[config.mk]
export PLATFORM = sky130hd
export DESIGN_NAME = alu_sequencer
export DESIGN_NICKNAME = d
export VERILOG_FILES = /design/src/rtl/cpu_pkg.sv /design/src/rtl/instr_decode.sv /design/src/rtl/alu_sequencer.sv
export SDC_FILE = /design/constraint.sdc
export NUM_CORES = 1
export LEC_CHECK = 0
export CAP_MARGIN = 20
export CORE_MARGIN = 2
export CORE_UTILIZATION = 58
export CTS_CLUSTER_SIZE = 28
export DETAILED_ROUTE_END_ITERATION = 10
export GPL_TIMING_DRIVEN = 0
export HOLD_SLACK_MARGIN = 0.02
export PLACE_DENSITY = 0.86
export SYNTH_ARGS = -nofsm -noshare
export SYNTH_HDL_FRONTEND = slang
export SYNTH_HIERARCHICAL = 1
export SYNTH_SLANG_ARGS = --single-unit
[constraint.sdc]
create_clock -name clk -period 5.3 [get_ports clk]
set_clock_uncertainty 0.05 [all_clocks]
set_input_delay 0.795 -clock clk [delete_from_list [all_inputs] [get_ports clk]]
set_output_delay 0.795 -clock clk [all_outputs]
set_load 0.01 [all_outputs]
[src/rtl/cpu_pkg.sv]
// Shared definitions for the 8-bit CPU: opcode/sub-op values, ALU control
// encodings (also used by ALU8BIT), sequencer state encoding, instruction fields.
package cpu_pkg;

  localparam int OP_MSB = 7;
  localparam int OP_LSB = 6;
  localparam int RD_MSB = 5;
  localparam int RD_LSB = 4;
  localparam int RS_MSB = 3;
  localparam int RS_LSB = 2;
  localparam int RT_MSB = 1;
  localparam int RT_LSB = 0;

  localparam logic [1:0] OP_ADD = 2'b00;
  localparam logic [1:0] OP_AND = 2'b01;
  localparam logic [1:0] OP_SUB = 2'b10;
  localparam logic [1:0] OP_SYS = 2'b11;

  localparam logic [1:0] SUB_NOP  = 2'b00;
  localparam logic [1:0] SUB_LDI  = 2'b01;
  localparam logic [1:0] SUB_JMP  = 2'b10;
  localparam logic [1:0] SUB_HALT = 2'b11;

  localparam logic [1:0] ALU_ADD = 2'b00;
  localparam logic [1:0] ALU_AND = 2'b01;
  localparam logic [1:0] ALU_SUB = 2'b10;

  typedef enum logic [2:0] {
    ST_IDLE,
    ST_FETCH,
    ST_DECODE,
    ST_EXEC,
    ST_WB,
    ST_FETCH2,
    ST_HALT
  } state_t;

  // Never yields 11; the system opcode maps to SUB but is never issued to the ALU.
  function automatic logic [1:0] alu_ctrl_of(input logic [1:0] op);
    case (op)
      OP_ADD:  return ALU_ADD;
      OP_AND:  return ALU_AND;
      default: return ALU_SUB;
    endcase
  endfunction

endpackage

[src/rtl/instr_decode.sv]
// Combinational decode of the instruction register into fields and class flags.
module instr_decode
  import cpu_pkg::*;
(
  input  logic [7:0] ir,
  output logic [1:0] rd,
  output logic [1:0] rs,
  output logic [1:0] rt,
  output logic [1:0] alu_op,
  output logic       is_alu,
  output logic       is_ldi,
  output logic       is_jmp,
  output logic       is_nop,
  output logic       is_halt
);

  logic [1:0] op;

  assign op      = ir[OP_MSB:OP_LSB];
  assign rd      = ir[RD_MSB:RD_LSB];
  assign rs      = ir[RS_MSB:RS_LSB];
  assign rt      = ir[RT_MSB:RT_LSB];
  assign alu_op  = alu_ctrl_of(op);
  assign is_alu  = (op != OP_SYS);
  assign is_nop  = (op == OP_SYS) && (rt == SUB_NOP);
  assign is_ldi  = (op == OP_SYS) && (rt == SUB_LDI);
  assign is_jmp  = (op == OP_SYS) && (rt == SUB_JMP);
  assign is_halt = (op == OP_SYS) && (rt == SUB_HALT);

endmodule

[src/rtl/alu_sequencer.sv]
// Multi-cycle control unit: fetches over req/ack, decodes, and sequences the
// ALU and register file. All outputs are registered alongside the state.
module alu_sequencer
  import cpu_pkg::*;
#(
  parameter logic [7:0] RESET_PC = 8'h00
) (
  input  logic       clk,
  input  logic       reset,
  output logic [7:0] imem_addr,
  output logic       imem_req,
  input  logic       imem_ack,
  input  logic [7:0] imem_data,
  output logic [1:0] rf_ra,
  output logic [1:0] rf_rb,
  output logic [1:0] rf_wa,
  output logic       rf_we,
  output logic       rf_wsel,
  output logic [7:0] imm,
  output logic [1:0] ALUCtrl,
  output logic       halted
);

  state_t     state;
  logic [7:0] pc;
  logic [7:0] ir;
  logic [1:0] rd, rs, rt, alu_op;
  logic       is_alu, is_ldi, is_jmp, is_nop, is_halt;

  instr_decode u_decode (
    .ir      (ir),
    .rd      (rd),
    .rs      (rs),
    .rt      (rt),
    .alu_op  (alu_op),
    .is_alu  (is_alu),
    .is_ldi  (is_ldi),
    .is_jmp  (is_jmp),
    .is_nop  (is_nop),
    .is_halt (is_halt)
  );

  // Outputs are set on the edge that enters a state, so they are valid for
  // the whole of that state and never depend combinationally on inputs.
  always_ff @(posedge clk or posedge reset) begin
    if (reset) begin
      state     <= ST_IDLE;
      pc        <= RESET_PC;
      ir        <= 8'h00;
      imem_addr <= RESET_PC;
      imem_req  <= 1'b0;
      rf_ra     <= 2'd0;
      rf_rb     <= 2'd0;
      rf_wa     <= 2'd0;
      rf_we     <= 1'b0;
      rf_wsel   <= 1'b0;
      imm       <= 8'h00;
      ALUCtrl   <= ALU_ADD;
      halted    <= 1'b0;
    end else begin
      case (state)
        ST_IDLE: begin
          state     <= ST_FETCH;
          imem_req  <= 1'b1;
          imem_addr <= pc;
        end
        ST_FETCH: begin
          if (imem_ack) begin
            ir       <= imem_data;
            pc       <= pc + 8'd1;
            imem_req <= 1'b0;
            state    <= ST_DECODE;
          end
        end
        ST_DECODE: begin
          if (is_alu) begin
            rf_ra   <= rs;
            rf_rb   <= rt;
            ALUCtrl <= alu_op;
            state   <= ST_EXEC;
          end else if (is_nop) begin
            imem_req  <= 1'b1;
            imem_addr <= pc;
            state     <= ST_FETCH;
          end else if (is_ldi || is_jmp) begin
            imem_req  <= 1'b1;
            imem_addr <= pc;
            state     <= ST_FETCH2;
          end else if (is_halt) begin
            halted <= 1'b1;
            state  <= ST_HALT;
          end
        end
        ST_EXEC: begin
          rf_we   <= 1'b1;
          rf_wa   <= rd;
          rf_wsel <= 1'b0;
          state   <= ST_WB;
        end
        ST_WB: begin
          rf_we     <= 1'b0;
          rf_wsel   <= 1'b0;
          rf_ra     <= 2'd0;
          rf_rb     <= 2'd0;
          ALUCtrl   <= ALU_ADD;
          imem_req  <= 1'b1;
          imem_addr <= pc;
          state     <= ST_FETCH;
        end
        ST_FETCH2: begin
          if (imem_ack) begin
            if (is_ldi) begin
              imm      <= imem_data;
              pc       <= pc + 8'd1;
              imem_req <= 1'b0;
              rf_we    <= 1'b1;
              rf_wa    <= rd;
              rf_wsel  <= 1'b1;
              state    <= ST_WB;
            end else begin
              // Jump target is fetched straight away; the request stays up.
              pc        <= imem_data;
              imem_addr <= imem_data;
              state     <= ST_FETCH;
            end
          end
        end
        ST_HALT: state <= ST_HALT;
        default: state <= ST_IDLE;
      endcase
    end
  end

endmodule
### Yosys cells after proc, flatten, opt, wreduce, memory -nomap -nowiden

Cells that the tools add are included.

* word-level logic and storage cells: 104
* input bits: 11
* output and inout port bits: 28
* register bits after elaboration: 47

* bitwise logic cells: 3
* multiplexer cells: 39
* add/subtract/negate cells: 1
* equality and inequality tests: 20
* reduce and logical (&&, ||, !) cells: 28

Operator list (count)
* two-way mux 8 bit: 8
* one-hot mux 8 bit (3 select lines): 1
* two-way mux 3 bit: 7
* one-hot mux 2 bit (2 select lines): 5
* one-hot mux 3 bit (6 select lines): 1
* AND reduction 3 bit: 6
* one-hot mux 8 bit (2 select lines): 1
* inequality test 2 bit, second input constant: 7
* two-way mux 2 bit: 5
* AND reduction 5 bit: 2
* == test 3 bit, second input constant: 3
* adder 8 x 1 -> 8 bit, second input constant: 1
* two-way mux 1 bit: 8
* nonzero test 2 bit: 4
* == test 2 bit, second input constant: 3
* == test 3 x 2 -> 1 bit, second input constant: 2
* AND reduction 6 bit: 1
* nonzero test 3 bit: 2
* inequality test 5 bit, second input constant: 1
* == test 2 x 1 -> 1 bit, second input constant: 2
* logical AND 1 bit: 4
* logical NOT 2 bit: 2
* one-hot mux 1 bit (4 select lines): 1
* AND reduction 2 bit: 2
* 9 further kinds: 12

### Logic depth before layout (Yosys ltp)

* word-level depth: 7
* gate-level depth with buffers: 7
* depth with buffers taken out: 5

### Modules after synthesis

Netlist, hierarchy kept.

By module, submodules not included
* alu_sequencer: times used 1, cells an instance 210, sequential area each 1176.1 µm², area each 2442.3 µm²
* instr_decode: times used 1, cells an instance 13, sequential area each 0.0 µm², area each 100.1 µm²

### Least setup slack after synthesis

OpenSTA, ideal clock, no wires.

* path kind: input port to flip-flop
* from: in imem_ack
* to: reg rf_wa[0]
* arrival time: 1.646 ns
* library setup time: 0.125 ns
* path buffers: 1
* slack: 3.479 ns
* stages: 5
* path through: buf_2 nand2_1 nor3b_1 o21ai_1 mux2_2

* word-level cells in the longest chain between the ends: 2

RTL lines
* from (decl): line alu_sequencer.sv:12 `input logic imem_ack,`
* inequality test 2 bit (no line)
* AND reduction 3 bit (no line)
* to (signal assigned): line alu_sequencer.sv:96 `rf_wa <= rd;`
* to (signal assigned): line alu_sequencer.sv:117 `rf_wa <= rd;`
* to (decl): line alu_sequencer.sv:16 `output logic [1:0] rf_wa,`

Every way passes these cells.
A chain may end at the register's enable or synchronous reset.

### Worst setup path after layout

* from: reg rf_rb[0]
* to: out rf_rb[0]

RTL lines
* from (decl): line alu_sequencer.sv:15 `output logic [1:0] rf_rb,`
* from (signal assigned): line alu_sequencer.sv:78 `rf_rb <= rt;`

No word-level cell between the ends.

==> results.py <==
metrics = {
    "synthesis": {
        "synth.avg_cell_area_sq_um": 11.40,
        "synth_edf_count": 0,
        "synth_area_sq_um": 2542,
        "synth_flop_cell": "dfrtp_1",
        "synth_warnings": 6,
        "ys_ff_latch": 47,
        "synth_top_cell_by_area": "dfrtp_1",
        "synthesis.nets": 235,
        "synthArstFlopShare": 1.000,
        "yosysTopAreaCellShare": 0.4626,
        "seq_area_frac_synth": 0.4626,
        "ys_types": 53,
        "synth_area_leaders": "dfrtp_1 (46%), mux2_2 (8.0%), mux2_4 (4.7%), mux2_1 (4.0%), a21oi_1 (2.8%)",
        "syn_inst": 223,
    },
    "timing": {
        "rsz0062_at_grt": "no",
        "tightest_slew_ns": 0.5414,
        "hold_viol": 0,
        "finalSetupViolCount": 0,
        "finalCritPeriodShare": 0.3945,
        "timing.final.max_slew_violations": 0,
        "finalCriticalPeriod_ns": 2.091,
        "fmax_mhz": 478.3,
        "fin_tns_setup_ns": 0,
        "maxSlewHeadroom": 0.6357,
    },
    "floorplan": {
        "rows": 24,
        "num_io_pins": 39,
        "die_h_um": 70.21,
        "dieArea_sq_um": 4929,
        "die_w_um": 70.21,
        "start_util": 0.5921,
        "core_sq_um": 4294,
    },
    "route": {
        "routedWlPerCell_um": 16.87,
        "vias": 1973,
        "viasPerCell": 6.146,
        "first_pass_iters": 4,
        "routed_wl_um": 5414,
        "first_iter_violations": 182,
        "postRouteAntennaNets": 0,
        "drc_errors": 0,
    },
    "finish": {
        "drive_above_1_share": 0.2565,
        "final_cell_mix": "dfrtp_1 (47), clkdlybuf4s50_1 (37), mux2_2 (18), nand2_1 (15), a21oi_1 (14)",
        "nFillCells": 309,
        "stdcell_count": 321,
        "antenna_cells": 0,
        "final_common_cell": "dfrtp_1",
        "fin_nets": 280,
        "syn_to_final_growth_pct": 22.54,
    },
    "run_status": {
        "status": "complete, no violations",
    },
    "power": {
        "peakVddDrop_mv": 0.3548,
        "p_leak_uw": 0.001339,
        "p_per_area_nw_per_um2": 640.6,
    },
    "cts": {
        "numClockSinks": 47,
        "cts.path.max_buffers": 2,
        "cts_root_buffer": "clkbuf_8",
        "htreeDepth": 2,
        "postCtsHoldBufs": 0,
        "cts_resized": 0,
        "clk_latency_ns": 0.30,
        "cts_tree": "done",
        "path_clk_slew_ns": 0.09,
        "postCtsSetupBuffers": 0,
        "cts_buffers": 5,
    },
    "global_routing": {
        "grt_pass1_vias": 1804,
        "grt_max_degree": 31,
        "grt.total_usage": 0.2370,
        "grt.overflow.total": 0,
        "grt_pass1_wl_um": 9252,
        "antenna_found_initial": 0,
    },
    "critical_path": {
        "crit_chain": "clkdlybuf4s50_1",
        "cpMaxStageDelayCell": "clkdlybuf4s50_1",
        "crit_family": "buffers and inverters",
        "cpPeakStageDelay_ns": 0.56,
        "cp.required_ns": 4.45,
        "path_max_fanout": 3,
        "startpoint_type": "flip-flop",
        "crit_type": "reg -> out",
        "crit_path_end_kind": "output pin",
        "critPathBufInv": 1,
        "cp.arrival_ns": 1.25,
    },
    "placement": {
        "port_buffers": 37,
        "dp.cells": 313,
        "gp_routability_congestion": 0.8924,
        "dpl.hpwl_um": 3804,
    },
    "min_path": {
        "worstHoldPathType": "reg -> reg",
    },
    "run": {
        "max_cap_viol_count": 0,
    },
}
## cells in the mapped netlist (all sizes together) (2+ instances only)
| cell type | n |
|---|---|
| a21oi | 15 |
| a22oi | 6 |
| a2bb2oi | 2 |
| a311oi | 3 |
| a31o | 2 |
| a31oi | 2 |
| and3 | 4 |
| and4b | 2 |
| and4bb | 2 |
| buf | 17 |
| clkbuf | 4 |
| dfrtp | 47 |
| inv | 3 |
| mux2 | 35 |
| nand2 | 15 |
| nand2b | 2 |
| nand3 | 6 |
| nand3b | 2 |
| nor2 | 10 |
| nor2b | 3 |
| nor3 | 5 |
| nor3b | 3 |
| o21ai | 15 |
| o22ai | 3 |
| or2 | 2 |
## worst register-to-register path, stage by stage (launching register included)
cell and delay, ns:
dfrtp_1 0.46, and4b_1 0.22, buf_4 0.16, nand2b_2 0.22, a21oi_2 0.10, o21ai_4 0.39, mux2_4 0.35
## registers in the layout (all words and copies together) (netlist names)
register / cells
imem_addr: 8
rf_rb: 2
ir: 8
state: 3
rf_wa: 2
pc: 8
imm: 8
rf_wsel: 1
halted: 1
rf_we: 1
imem_req: 1
ALUCtrl: 2
rf_ra: 2
## logic make-up (layout without fill, tap and decap cells)
family                   Yosys count  count (layout)  share of synthesized area
adder cells (fa/ha/maj)            1               1                   0.004920
flip-flops                        47              47                     0.4626
multiplexers                      35              35                     0.1668
buffers and inverters             24              70                    0.06003
AND/OR/NAND/NOR                   62              62                     0.1595
AO/OA/AOI/OAI                     54              54                     0.1462
## final cells by class
cell class	count	area (sq um)	area share
plain buffers	21	141.4	0.04538
clock buffers	6	82.58	0.02651
clock inverters	2	35.03	0.01124
inverters	3	11.26	0.003614
multi-input cells	152	1214	0.3896
flip-flops and latches	47	1176	0.3775
well taps	52	65.06	0.02088
repair buffers	38	390.4	0.1253
## layer usage
layer | global-route usage | part of all wire | vias up
met5 | 0 | 0 | -
met2 | 0.3640 | 0.48 | 76
met1 | 0.3397 | 0.44 | 973
met4 | 0.07265 | 0.022 | 0
met3 | 0.05051 | 0.059 | 16
li1 | - | - | 908
## worst paths after layout
check	endpoint	cells after the start	slack (ns)	from
setup / recovery	rf_rb[0]	1	3.21	rf_rb[0]
hold / removal	halted	1	0.44	halted
setup reg to reg	imem_addr[3]	6	3.26	ir[7]
hold reg to reg	halted	1	0.44	halted
max in group asynchronous	rf_wa[1]	3	3.97	reset
min in group asynchronous	ir[6]	2	0.74	reset
## power by group
part	internal, uW	total [uW]	leakage, uW	switching (uW)
Clock	153	275	0.0000612	122
Sequential	516	637	0.000579	121
Combinational	586	1080	0.000700	498
Total	1250	2000	0.00134	741
## through the flow
step / utilization / power, uW / hold slack, ns / area, sq um / worst slack [ns]
4_1_cts: 0.7255 / 1993 / 0.4350 / 3115 / 3.206
5_1_grt: 0.7255 / 2133 / 0.4607 / 3115 / 3.117
3_3_place_gp: 0.6935 / 1680 / 0.4153 / 2978 / 2.446
6_report: 0.7255 / 1996 / 0.4393 / 3115 / 3.209
3_5_place_dp: 0.6981 / 1716 / 0.4154 / 2998 / 3.255
2_1_floorplan: - / 1389 / 0.4094 / 2542 / 3.339
No activity file was read; power rests on OpenSTA's default activity.
